===== config.mk =====
export PLATFORM = sky130hd
export DESIGN_NAME = lif_scheduler_flat
export DESIGN_NICKNAME = d
export VERILOG_FILES = /design/src/rtl/lif_scheduler_if.sv /design/src/rtl/lif_scheduler.sv /design/src/flat_wrapper.sv
export SDC_FILE = /design/constraint.sdc
export NUM_CORES = 1
export LEC_CHECK = 0
export CAP_MARGIN = 20
export CORE_MARGIN = 5
export CORE_UTILIZATION = 55
export CTS_CLUSTER_DIAMETER = 150
export DETAILED_ROUTE_END_ITERATION = 6
export PLACE_DENSITY = 0.75
export RECOVER_POWER = 100
export SYNTH_ARGS = -nofsm -noshare
export SYNTH_HDL_FRONTEND = slang
export SYNTH_SLANG_ARGS = --single-unit

===== constraint.sdc =====
create_clock -name clk -period 7.35 [get_ports clk]
set_input_delay 2.205 -clock clk [delete_from_list [all_inputs] [get_ports clk]]
set_output_delay 2.205 -clock clk [all_outputs]
set_load 0.1 [all_outputs]

===== src/rtl/lif_scheduler_if.sv =====
// Host-side bus of the LIF scheduler: sweep control, config/current writes,
// membrane readout and the spike event stream.
interface lif_scheduler_if #(
    parameter int IDX_W = 2
);
    logic             start;
    logic             busy;
    logic             done;
    logic             cfg_we;
    logic [1:0]       cfg_addr;
    logic [7:0]       cfg_data;
    logic             cur_we;
    logic [IDX_W-1:0] cur_idx;
    logic [7:0]       cur_data;
    logic [IDX_W-1:0] state_sel;
    logic [7:0]       state_out;
    logic             spk_valid;
    logic [IDX_W-1:0] spk_idx;
    logic             spk_ready;
    logic             overflow;

    // Host / IO wrapper side
    modport master (
        output start, cfg_we, cfg_addr, cfg_data, cur_we, cur_idx, cur_data,
               state_sel, spk_ready,
        input  busy, done, state_out, spk_valid, spk_idx, overflow
    );

    // Scheduler side
    modport slave (
        input  start, cfg_we, cfg_addr, cfg_data, cur_we, cur_idx, cur_data,
               state_sel, spk_ready,
        output busy, done, state_out, spk_valid, spk_idx, overflow
    );
endinterface


===== src/rtl/lif_scheduler.sv =====
// Time-multiplexed leaky-integrate-and-fire engine. One update datapath is
// walked across N_NEURONS virtual neurons per sweep; spikes are queued as
// neuron indices in a small FIFO with a valid/ready drain port.
module lif_scheduler #(
    parameter int N_NEURONS  = 4,
    parameter int IDX_W      = 2,
    parameter int FIFO_DEPTH = 4   // power of two, >= 2
) (
    input  logic             clk,
    input  logic             rst_n,
    lif_scheduler_if.slave   bus
);
    localparam int PTR_W = $clog2(FIFO_DEPTH);

    typedef enum logic {S_IDLE, S_SWEEP} state_e;

    state_e                          state_q, state_d;
    logic [IDX_W-1:0]                idx_q, idx_d;
    logic                            done_q;

    // Per-neuron state
    logic [N_NEURONS-1:0][7:0]       v_q;
    logic [N_NEURONS-1:0][3:0]       cnt_q;
    logic [N_NEURONS-1:0][7:0]       cur_q;

    // Configuration
    logic [7:0]                      thr_q;
    logic [2:0]                      leak_q;
    logic [3:0]                      refrac_q;
    logic [N_NEURONS-1:0]            mask_q;
    logic [N_NEURONS-1:0]            mask_wr;

    // Spike FIFO
    logic [FIFO_DEPTH-1:0][IDX_W-1:0] mem_q;
    logic [PTR_W-1:0]                wr_q, rd_q;
    logic [PTR_W:0]                  count_q;
    logic                            overflow_q;
    logic [7:0]                      state_out_q;

    // Datapath signals
    logic                            upd_en, last_upd;
    logic [7:0]                      v_cur, c_cur, v_new, sat;
    logic [3:0]                      cnt_cur, cnt_new;
    logic [8:0]                      leaked, sum9;
    logic                            spike;
    logic                            fifo_full, pop, push, drop;

    // FSM state register
    always_ff @(posedge clk or negedge rst_n) begin
        if (!rst_n) begin
            state_q <= S_IDLE;
            idx_q   <= '0;
        end else begin
            state_q <= state_d;
            idx_q   <= idx_d;
        end
    end

    // FSM next state: start is only looked at in IDLE, so pulses while busy are lost
    always_comb begin
        state_d = state_q;
        idx_d   = idx_q;
        case (state_q)
            S_IDLE: begin
                if (bus.start) begin
                    state_d = S_SWEEP;
                    idx_d   = '0;
                end
            end
            S_SWEEP: begin
                idx_d = idx_q + 1'b1;
                if (idx_q == IDX_W'(N_NEURONS - 1)) state_d = S_IDLE;
            end
            default: state_d = S_IDLE;
        endcase
    end

    // FSM outputs: one neuron is updated on every SWEEP edge
    always_comb begin
        upd_en   = (state_q == S_SWEEP);
        last_upd = upd_en && (idx_q == IDX_W'(N_NEURONS - 1));
        bus.busy = upd_en;
    end

    // LIF update for the neuron currently addressed by idx_q
    always_comb begin
        v_cur   = v_q[idx_q];
        cnt_cur = cnt_q[idx_q];
        c_cur   = cur_q[idx_q];
        leaked  = {1'b0, v_cur} - {1'b0, (v_cur >> leak_q)};
        sum9    = leaked + {1'b0, c_cur};
        sat     = sum9[8] ? 8'hFF : sum9[7:0];
        v_new   = v_cur;
        cnt_new = cnt_cur;
        spike   = 1'b0;
        if (upd_en && mask_q[idx_q]) begin
            if (cnt_cur != 4'd0) begin
                v_new   = 8'd0;
                cnt_new = cnt_cur - 4'd1;
            end else if (sat >= thr_q) begin
                spike   = 1'b1;
                v_new   = 8'd0;
                cnt_new = refrac_q;
            end else begin
                v_new   = sat;
            end
        end
    end

    // Membrane and refractory state; currents are independent host writes
    always_ff @(posedge clk or negedge rst_n) begin
        if (!rst_n) begin
            v_q   <= '0;
            cnt_q <= '0;
            cur_q <= '0;
        end else begin
            if (upd_en) begin
                v_q[idx_q]   <= v_new;
                cnt_q[idx_q] <= cnt_new;
            end
            if (bus.cur_we) cur_q[bus.cur_idx] <= bus.cur_data;
        end
    end

    // Mask write data: zero-extend or truncate cfg_data to the neuron count
    always_comb begin
        mask_wr = '0;
        for (int b = 0; b < N_NEURONS && b < 8; b++) mask_wr[b] = bus.cfg_data[b];
    end

    // Config registers; new values only reach updates on later edges
    always_ff @(posedge clk or negedge rst_n) begin
        if (!rst_n) begin
            thr_q    <= 8'd200;
            leak_q   <= 3'd1;
            refrac_q <= 4'd2;
            mask_q   <= '1;
        end else if (bus.cfg_we) begin
            case (bus.cfg_addr)
                2'd0: thr_q    <= bus.cfg_data;
                2'd1: leak_q   <= bus.cfg_data[2:0];
                2'd2: refrac_q <= bus.cfg_data[3:0];
                2'd3: mask_q   <= mask_wr;
                default: ;
            endcase
        end
    end

    // FIFO control: a pop frees the slot a full-FIFO push lands in
    always_comb begin
        fifo_full = (count_q == (PTR_W+1)'(FIFO_DEPTH));
        pop       = (count_q != '0) && bus.spk_ready;
        push      = spike && (!fifo_full || pop);
        drop      = spike && fifo_full && !pop;
    end

    // Spike FIFO storage and pointers
    always_ff @(posedge clk or negedge rst_n) begin
        if (!rst_n) begin
            mem_q   <= '0;
            wr_q    <= '0;
            rd_q    <= '0;
            count_q <= '0;
        end else begin
            if (push) begin
                mem_q[wr_q] <= idx_q;
                wr_q        <= wr_q + 1'b1;
            end
            if (pop) rd_q <= rd_q + 1'b1;
            case ({push, pop})
                2'b10:   count_q <= count_q + 1'b1;
                2'b01:   count_q <= count_q - 1'b1;
                default: ;
            endcase
        end
    end

    // Sticky overflow; a drop on the clearing edge keeps it set
    always_ff @(posedge clk or negedge rst_n) begin
        if (!rst_n)                                  overflow_q <= 1'b0;
        else if (drop)                               overflow_q <= 1'b1;
        else if (bus.cfg_we && bus.cfg_addr == 2'd3) overflow_q <= 1'b0;
    end

    // Done pulse and registered membrane readout
    always_ff @(posedge clk or negedge rst_n) begin
        if (!rst_n) begin
            done_q      <= 1'b0;
            state_out_q <= 8'd0;
        end else begin
            done_q      <= last_upd;
            state_out_q <= v_q[bus.state_sel];
        end
    end

    assign bus.done      = done_q;
    assign bus.state_out = state_out_q;
    assign bus.spk_valid = (count_q != '0);
    assign bus.spk_idx   = mem_q[rd_q];
    assign bus.overflow  = overflow_q;
endmodule

===== src/flat_wrapper.sv =====
// flat-port wrapper written by rule: the top's interface ports become plain ports
module lif_scheduler_flat 
#(
    parameter int N_NEURONS  = 4,
    parameter int IDX_W      = 2,
    parameter int FIFO_DEPTH = 4                        
)
  (clk, rst_n, bus_start, bus_cfg_we, bus_cfg_addr, bus_cfg_data, bus_cur_we, bus_cur_idx, bus_cur_data, bus_state_sel, bus_spk_ready, bus_busy, bus_done, bus_state_out, bus_spk_valid, bus_spk_idx, bus_overflow);
  lif_scheduler_if #(.IDX_W(IDX_W)) bus_i ();
  input  logic clk;
  input  logic rst_n;
  input wire logic [$bits(bus_i.start)-1:0] bus_start;
  input wire logic [$bits(bus_i.cfg_we)-1:0] bus_cfg_we;
  input wire logic [$bits(bus_i.cfg_addr)-1:0] bus_cfg_addr;
  input wire logic [$bits(bus_i.cfg_data)-1:0] bus_cfg_data;
  input wire logic [$bits(bus_i.cur_we)-1:0] bus_cur_we;
  input wire logic [$bits(bus_i.cur_idx)-1:0] bus_cur_idx;
  input wire logic [$bits(bus_i.cur_data)-1:0] bus_cur_data;
  input wire logic [$bits(bus_i.state_sel)-1:0] bus_state_sel;
  input wire logic [$bits(bus_i.spk_ready)-1:0] bus_spk_ready;
  output wire logic [$bits(bus_i.busy)-1:0] bus_busy;
  output wire logic [$bits(bus_i.done)-1:0] bus_done;
  output wire logic [$bits(bus_i.state_out)-1:0] bus_state_out;
  output wire logic [$bits(bus_i.spk_valid)-1:0] bus_spk_valid;
  output wire logic [$bits(bus_i.spk_idx)-1:0] bus_spk_idx;
  output wire logic [$bits(bus_i.overflow)-1:0] bus_overflow;
  assign bus_i.start = bus_start;
  assign bus_i.cfg_we = bus_cfg_we;
  assign bus_i.cfg_addr = bus_cfg_addr;
  assign bus_i.cfg_data = bus_cfg_data;
  assign bus_i.cur_we = bus_cur_we;
  assign bus_i.cur_idx = bus_cur_idx;
  assign bus_i.cur_data = bus_cur_data;
  assign bus_i.state_sel = bus_state_sel;
  assign bus_i.spk_ready = bus_spk_ready;
  assign bus_busy = bus_i.busy;
  assign bus_done = bus_i.done;
  assign bus_state_out = bus_i.state_out;
  assign bus_spk_valid = bus_i.spk_valid;
  assign bus_spk_idx = bus_i.spk_idx;
  assign bus_overflow = bus_i.overflow;
  lif_scheduler #(.N_NEURONS(N_NEURONS), .IDX_W(IDX_W), .FIFO_DEPTH(FIFO_DEPTH)) u_core (.clk(clk), .rst_n(rst_n), .bus(bus_i));
endmodule

==> flow_metrics.tcl, run 1 <==
set metrics [dict create \
    cts-root-to-sink-buffers 2 \
    critical-path-slowest-cell "dfrtp_1" \
    critPathBufInv 3 \
    start_kind "register" \
    track_usage_pct 21.52 \
    sequential_cell_area_um2 3189 \
    failed_checks "capacitance limit, slew limit" \
    slew_viol_final 76 \
    timing.critical_path.cells "mux4_2 -> mux2i_1 -> nand2_1 -> o21ai_0 -> o21ai_0 -> fa_1 -> inv_1 -> ha_1 -> nor2b_1 -> o31a_1 -> o211a_1 -> o21bai_1 -> inv_1 -> ha_1 -> nand2b_1 -> a2111oi_2 -> o31ai_4 -> nand4_1 -> ha_1 -> inv_1 -> fa_1 -> xor2_1 -> nor2_1 -> xor2_1" \
    die_width_um 123.6 \
    post-place-ws_ps 794.8 \
    num_antenna_cells 0 \
    max_freq_mhz 149.2 \
    cts.root.buffer_cell "clkbuf_16" \
    postRouteWirelength_um 14990 \
    syn-num-nets 685 \
    violation_count_after_the_first_detailed_route_iteration 354 \
    cts_hold_repair.buffers 0 \
    ios 42 \
    clock-skew-final_ps 16.54 \
    fp.dieH_um 123.6 \
    cp_slowest_stage_delay_ps 700 \
    numClockSinks 127 \
    synth_top_area_share_pct 41.61 \
    report.final.hold_viol_count 0 \
    synth.yosys.seq_area_share_pct 44.94 \
    netlist_instances 621 \
    area_growth_pct 14.74 \
    placement.io_buffers 41 \
    core_area_um2 12620 \
    ys_ff_latch 127 \
    dp_hpwl_um 10740 \
    starting_density_pct 56.24 \
    drive_gt1_share_pct 20.47 \
    yosys.cell_types.count 64 \
    finalSetupViolCount 0 \
    die-area_um2 15270 \
    leading_cell_types_in_the_layout_fill_and_taps_excluded "dfrtp_1 (118), mux2_2 (63), inv_1 (55)" \
    yosys_warnings 0 \
    path_delay_family "compound AO/OA/AOI/OAI gates" \
    grt_first_pass_wirelength_um 25050 \
    cap_violations 1 \
    finish.net_count 725 \
    via_per_inst 5.757 \
    run_status "finished, violations left" \
    setup_slack_ps 645.8 \
    clock_insertion_delay_worst_skew_ps 420 \
    post-synth-top-area-cell "dfrtp_1" \
    core.rowCount 41 \
    final_antenna_violating_net_count 0 \
    post-route-period-util_pct 91.21 \
    rsz0062_at_grt "false" \
    ctsHtreeMaxLevel 4 \
    ys.flop_type "dfrtp_1" \
    layout.cells.most_common "dfrtp_1" \
    synth-async-reset-ratio_pct 100.0 \
    relSlewSlack_pct -161.2 \
    grt_pass1_vias 4984 \
    synthTopCellsByArea "dfrtp_1 (42%), mux2_2 (10%), mux4_2 (7.3%)" \
    criticalPathCategory "register to register" \
    finalWorstPathRequiredPeriod_ps 6704 \
    synth_edf_count 0 \
    critical_path_arrival_ps 7050 \
    grt_antenna_before_repair 0 \
    post_drt_wl_per_cell_um 17.71 \
    grt_max_degree 76 \
    gp_congestion 0.9317 \
    post_cts.repair.setup_buffers 0 \
    worst-slew-pin-transition_ps 3918 \
    sort_of_element_at_the_end_of_the_critical_path "register" \
    timing.setup.tns_ps 0 \
    hold_start "u_core.cnt_q[2]" \
    globalRouteOverflowTotal 0 \
    drc_violation_count_after_routing 0 \
    number_of_filler_cells_placed_in_the_layout 1005 \
    worst_setup_path_startpoint "u_core.idx_q[0]" \
    num_vias 4870 \
    dr.pass1.iters 6 \
    synth_area_um2 7097 \
    min-delay-path-class "register to register" \
    total_area_of_multi_input_combinational_cells_um2 3540 \
    clock_tree_from_tritoncts "built" \
    avgSynthCellArea_um2 11.43 \
    clk_pin_slew_ps 50 \
    post_cts_resized 0 \
    critPathRequiredTime_ps 7690 \
    critical_path.reg2reg.startpoint "u_core.idx_q[0]" \
    worstPathMaxFanout 11 \
    cts_inserted_buffers 17 \
]
[per-stage QoR]
| stage | utilization (%) | cells | instance area [um2] | hold slack [ps] |
|---|---|---|---|---|
| 2_1_floorplan | - | 621 | 7097 | 447.0 |
| 3_3_place_gp | 60.43 | 814 | 7626 | 465.2 |
| 3_5_place_dp | 60.43 | 814 | 7626 | 472.4 |
| 4_1_cts | 64.81 | 846 | 8179 | 484.3 |
| 5_1_grt | 64.53 | 846 | 8143 | 505.9 |
| 6_report | 64.53 | 846 | 8143 | 483.5 |
[routing by layer]
metal,share of wire [%],vias up,track usage [%]
met2,49,117,35.01
met4,2.0,0,8.443
li1,-,2287,-
met3,4.0,21,4.269
met1,45,2445,28.59
met5,0,-,0
[cells in the mapped netlist (3+ instances only)]
library cell  count
o21ai_0          38
a22oi_1           5
nor3_1            5
and2_1            5
nor3b_1           3
a21oi_1          38
xor2_1            3
nand3b_1          8
o22ai_1           4
buf_2             3
o21a_1            5
ha_1             27
mux2_2           64
clkbuf_1         13
nor2b_1           5
buf_1             4
buf_6             4
nand3_1           6
inv_1            55
a21o_1            5
xnor2_1           3
dfrtp_1         118
fa_1              9
dfstp_2           9
nand2_1          45
a211oi_1          3
mux2i_1          18
mux4_2           23
mux4_1            3
nor2_1           49
[cells by family (layout without fill, tap and decap cells)]
logic type	after synthesis	after routing	share of synthesized area [%]
compound gates	121	121	11.30
simple gates	142	142	9.803
mux	108	108	21.10
xor+xnor	6	6	0.7406
buf+inv	81	134	4.813
fa+ha+maj	36	36	7.299
flops	127	127	44.94
[final timing paths]
path / endpoint / slack (ps) / depth (start not counted)
max: u_core.count_q[2] / 650 / 24
min: u_core.cnt_q[2] / 480 / 2
max reg2reg: u_core.count_q[2] / 650 / 24
min reg2reg: u_core.cnt_q[2] / 480 / 2
max in group asynchronous: u_core.bus.state_out[1] / 1380 / 2
min in group asynchronous: u_core.rd_q[0] / 3140 / 1
[flip-flops by register name, summed over array words and instances (netlist names)]
signal	flops
u_core.bus.busy	1
u_core.bus.done	1
u_core.bus.overflow	1
u_core.bus.state_out	8
u_core.cnt_q	16
u_core.count_q	3
u_core.cur_q	32
u_core.idx_q	2
u_core.leak_q	3
u_core.mask_q	4
u_core.mem_q	8
u_core.rd_q	2
u_core.refrac_q	4
u_core.thr_q	8
u_core.v_q	32
u_core.wr_q	2
[worst register-to-register path: stages, from the launching register on]
cell	delay [ps]
dfrtp_1	700
mux4_2	640
mux2i_1	310
nand2_1	110
o21ai_0	100
o21ai_0	130
fa_1	530
inv_1	40
ha_1	330
nor2b_1	180
o31a_1	300
o211a_1	350
o21bai_1	310
inv_1	80
ha_1	270
nand2b_1	150
a2111oi_2	490
o31ai_4	170
nand4_1	310
ha_1	260
inv_1	60
fa_1	380
xor2_1	150
nor2_1	110
xor2_1	170
[layout make-up]
type                            instances  area share, %
Timing Repair Buffer                   46          5.347
Clock inverter                          5         0.3688
Sequential cell                       127          39.17
Inverter                               56          2.581
Multi-Input combinational cell        413          43.47
Clock buffer                           27          6.423
Tap cell                              172          2.643
Power of run 1 is not shown: default switching activity piles up to over one toggle a cycle in this logic, so the estimate is an artifact.
==> run 2: changes to the inputs <==
--- a/config.mk
+++ b/config.mk
@@ -10,6 +10,7 @@
 export CORE_UTILIZATION = 55
 export CTS_CLUSTER_DIAMETER = 150
 export DETAILED_ROUTE_END_ITERATION = 6
+export GPL_ROUTABILITY_DRIVEN = 0
 export PLACE_DENSITY = 0.75
 export RECOVER_POWER = 100
 export SYNTH_ARGS = -nofsm -noshare
==> flow_metrics.tcl, run 2 (synthesized netlist as in run 1, its figures left out) <==
set metrics [dict create \
    run_status "finished, violations left" \
    failed_checks "capacitance limit, slew limit" \
    placement.io_buffers 41 \
    post-route-period-util_pct 90.22 \
    post_cts_resized 0 \
    finalSetupViolCount 0 \
    die-area_um2 15270 \
    globalRouteOverflowTotal 0 \
    reg.largest.list "u_core.cur_q (32), u_core.v_q (32), u_core.cnt_q (16)" \
    slew_viol_final 132 \
    grt_first_pass_wirelength_um 25850 \
    cts-root-to-sink-buffers 2 \
    clk_pin_slew_ps 50 \
    core_area_um2 12620 \
    grt_pass1_vias 5176 \
    cts.root.buffer_cell "clkbuf_16" \
    post_drt_wl_per_cell_um 18.24 \
    drc_violation_count_after_routing 0 \
    cap_violations 3 \
    start_kind "register" \
    sequential_cell_area_um2 3189 \
    core.rowCount 41 \
    grt_antenna_before_repair 0 \
    total_area_of_multi_input_combinational_cells_um2 3540 \
    min-delay-path-class "register to register" \
    cts_hold_repair.buffers 0 \
    final_antenna_violating_net_count 0 \
    finish.net_count 725 \
    number_of_filler_cells_placed_in_the_layout 1004 \
    clock_tree_from_tritoncts "built" \
    track_usage_pct 22.07 \
    criticalPathCategory "register to register" \
    area_growth_pct 14.86 \
    final.hold.worst_slack_ps 483.4 \
    ctsHtreeMaxLevel 4 \
    critical_path_arrival_ps 6970 \
    clock_insertion_delay_worst_skew_ps 420 \
    dp_hpwl_um 11050 \
    critPathRequiredTime_ps 7690 \
    ios 42 \
    worst-slew-pin-transition_ps 2396 \
    layout.cells.most_common "dfrtp_1" \
    max_freq_mhz 150.8 \
    num_antenna_cells 0 \
    die_width_um 123.6 \
    fp.dieH_um 123.6 \
    starting_density_pct 56.24 \
    rsz0062_at_grt "false" \
    leading_cell_types_in_the_layout_fill_and_taps_excluded "dfrtp_1 (118), mux2_2 (63), inv_1 (55)" \
    setup_slack_ps 718.7 \
    drive_gt1_share_pct 20.33 \
    dr.pass1.iters 5 \
    grt_max_degree 88 \
    numClockSinks 127 \
    timing.setup.tns_ps 0 \
    via_per_inst 5.930 \
    cts_inserted_buffers 17 \
    postRouteWirelength_um 15430 \
    post-place-ws_ps 888.6 \
    sort_of_element_at_the_end_of_the_critical_path "register" \
    num_vias 5017 \
    post_cts.repair.setup_buffers 0 \
    relSlewSlack_pct -59.76 \
    violation_count_after_the_first_detailed_route_iteration 438 \
    finalWorstPathRequiredPeriod_ps 6631 \
    clock-skew-final_ps 8.862 \
    report.final.hold_viol_count 0 \
    r2r_slack_ps 720 \
    worstPathMaxFanout 10 \
]
-- run 2: metrics by stage --
stage | cell area (um2) | util (%) | std cells
after floorplan | 7097 | - | 621
after global placement | 7619 | 60.37 | 813
after detailed placement | 7619 | 60.37 | 813
after CTS | 8185 | 64.86 | 845
after global routing | 8152 | 64.59 | 846
final | 8152 | 64.59 | 846
-- run 2: path summary, 6_finish.rpt --
kind                       depth (start not counted)             from                end
max                                               24  u_core.idx_q[0]  u_core.count_q[2]
min                                                2  u_core.cnt_q[2]    u_core.cnt_q[2]
max reg2reg                                       24  u_core.idx_q[0]  u_core.count_q[2]
min reg2reg                                        2  u_core.cnt_q[2]    u_core.cnt_q[2]
max in group asynchronous                          2            rst_n   u_core.cur_q[25]
min in group asynchronous                          1            rst_n    u_core.mem_q[4]
-- run 2: final cells by class --
cell class,instances,share of cell area (%)
Clock inverter,6,0.7061
Clock buffer,26,6.247
Timing Repair Buffer,46,5.280
Multi-Input combinational cell,413,43.42
Inverter,56,2.579
Sequential cell,127,39.13
Tap cell,172,2.640
-- run 2: worst max-delay path: stages, from the launching register on --
cell and delay [ps]:
dfrtp_1 680, mux4_2 640, mux2i_1 300, nand2_1 100, o21ai_0 90, o21ai_0 150, fa_1 540, inv_1 40
ha_1 330, nor2b_1 180, o31a_1 310, o211a_2 360, o21bai_1 260, inv_1 80, ha_1 270, nand2b_1 160
a2111oi_2 470, o31ai_4 170, nand4_1 330, ha_1 250, inv_1 60, fa_1 370, xor2_1 150, nor2_1 110
xor2_1 150
-- run 2: layer usage --
metal | share of wire [%] | GRT usage [%] | vias up
met1 | 44 | 29.38 | 2523
met5 | 0 | 0 | -
met2 | 49 | 34.64 | 155
met3 | 4.3 | 4.950 | 44
li1 | - | - | 2295
met4 | 3.3 | 10.17 | 0
Power of run 2 is left out for the same reason.
==> run 3: changes to the inputs <==
--- a/config.mk
+++ b/config.mk
@@ -11,6 +11,7 @@
 export CTS_CLUSTER_DIAMETER = 150
 export DETAILED_ROUTE_END_ITERATION = 6
 export GPL_ROUTABILITY_DRIVEN = 0
+export MAX_ROUTING_LAYER = met4
 export PLACE_DENSITY = 0.75
 export RECOVER_POWER = 100
 export SYNTH_ARGS = -nofsm -noshare
==> flow_metrics.tcl, run 3 (synthesized netlist as in run 1, its figures left out) <==
set metrics [dict create \
    report.final.hold_viol_count 0 \
    number_of_filler_cells_placed_in_the_layout 1004 \
    die-area_um2 15270 \
    criticalPathCategory "register to register" \
    num_vias 5005 \
    postRouteWirelength_um 15490 \
    finalSetupViolCount 0 \
    via_per_inst 5.916 \
    failed_checks "capacitance limit, slew limit" \
    violation_count_after_the_first_detailed_route_iteration 401 \
    min-delay-path-class "register to register" \
    cts_hold_repair.buffers 0 \
    sort_of_element_at_the_end_of_the_critical_path "register" \
    clock-skew-final_ps 8.579 \
    post-route-period-util_pct 89.99 \
    numClockSinks 127 \
    globalRouteOverflowTotal 0 \
    post_cts.repair.setup_buffers 0 \
    post-place-ws_ps 888.6 \
    slew_viol_final 132 \
    grt_antenna_before_repair 0 \
    clock_insertion_delay_worst_skew_ps 420 \
    critPathRequiredTime_ps 7690 \
    track_usage_pct 22.77 \
    ios 42 \
    clock_tree_from_tritoncts "built" \
    cts.root.buffer_cell "clkbuf_16" \
    drc_violation_count_after_routing 0 \
    num_antenna_cells 0 \
    reg.largest.list "u_core.cur_q (32), u_core.v_q (32), u_core.cnt_q (16)" \
    finish.net_count 725 \
    worst-slew-pin-transition_ps 2328 \
    grt_first_pass_wirelength_um 25830 \
    cts-root-to-sink-buffers 2 \
    relSlewSlack_pct -55.20 \
    fp.dieH_um 123.6 \
    max_freq_mhz 151.2 \
    area_growth_pct 14.86 \
    core.rowCount 41 \
    dp_hpwl_um 11050 \
    timing.setup.tns_ps 0 \
    start_kind "register" \
    die_width_um 123.6 \
    setup_slack_ps 736.1 \
    ctsHtreeMaxLevel 4 \
    leading_cell_types_in_the_layout_fill_and_taps_excluded "dfrtp_1 (118), mux2_2 (63), inv_1 (55)" \
    grt_pass1_vias 5157 \
    worstPathMaxFanout 10 \
    post_drt_wl_per_cell_um 18.30 \
    run_status "finished, violations left" \
    core_area_um2 12620 \
    layout.cells.most_common "dfrtp_1" \
    critical_path_arrival_ps 6950 \
    dr.pass1.iters 5 \
    drive_gt1_share_pct 20.33 \
    cts_inserted_buffers 17 \
    grt_max_degree 88 \
    finalWorstPathRequiredPeriod_ps 6614 \
    final_antenna_violating_net_count 0 \
    clk_pin_slew_ps 50 \
    post_cts_resized 0 \
    cap_violations 3 \
    starting_density_pct 56.24 \
    placement.io_buffers 41 \
    rsz0062_at_grt "false" \
]
-- run 3: cell counts in the layout (fill, tap and decap cells not counted) --
No cell type changed its count.
-- run 3: per-layer routing --
layer / GRT usage (%) / vias up / part of all wire, %
li1: - / 2297 / -
met1: 29.48 / 2520 / 43
met2: 35.15 / 148 / 49
met3: 5.450 / 40 / 4.6
met4: 8.581 / 0 / 2.6
met5: - / - / 0
-- run 3: through the flow --
step	hold slack (ps)	utilization (%)	area, um2	instances
final	483.2	64.59	8152	846
after global routing	516.7	64.59	8152	846
after CTS	484.5	64.86	8185	845
after detailed placement	472.7	60.37	7619	813
after global placement	467.8	60.37	7619	813
after floorplan	447.0	-	7097	621
-- run 3: final timing paths --
| check | cells past startpoint | startpoint | slack, ps | endpoint |
|---|---|---|---|---|
| max reg2reg | 26 | u_core.idx_q[0] | 740 | u_core.count_q[2] |
| min in group asynchronous | 1 | rst_n | 2490 | u_core.mem_q[4] |
| min reg2reg | 2 | u_core.cnt_q[2] | 480 | u_core.cnt_q[2] |
| min | 2 | u_core.cnt_q[2] | 480 | u_core.cnt_q[2] |
| max | 26 | u_core.idx_q[0] | 740 | u_core.count_q[2] |
| max in group asynchronous | 2 | rst_n | 1810 | u_core.thr_q[4] |
-- run 3: critical path, cell delays in order (launching register included) --
cell	delay, ps
dfrtp_1	680
mux4_2	640
mux2i_1	290
nand2_1	100
o21ai_0	140
mux2i_1	120
ha_1	290
inv_1	60
ha_1	210
inv_1	70
fa_1	380
nor2b_1	260
o31a_1	270
o211a_2	330
o21bai_1	150
inv_1	90
ha_1	210
nand2b_1	160
a2111oi_2	490
o31ai_4	170
nand4_1	320
ha_1	250
inv_1	60
fa_1	370
xor2_1	150
nor2_1	110
xor2_1	150
-- run 3: layout make-up --
type,count,area (um2),share of cell area (%)
sequential,127,3189,39.13
multi-input combinational,413,3540,43.42
clock buffer,26,509.2,6.247
inverter,56,210.2,2.579
tap,172,215.2,2.640
timing repair buffer,46,430.4,5.280
clock inverter,6,57.56,0.7061
Power of run 3 is left out for the same reason.
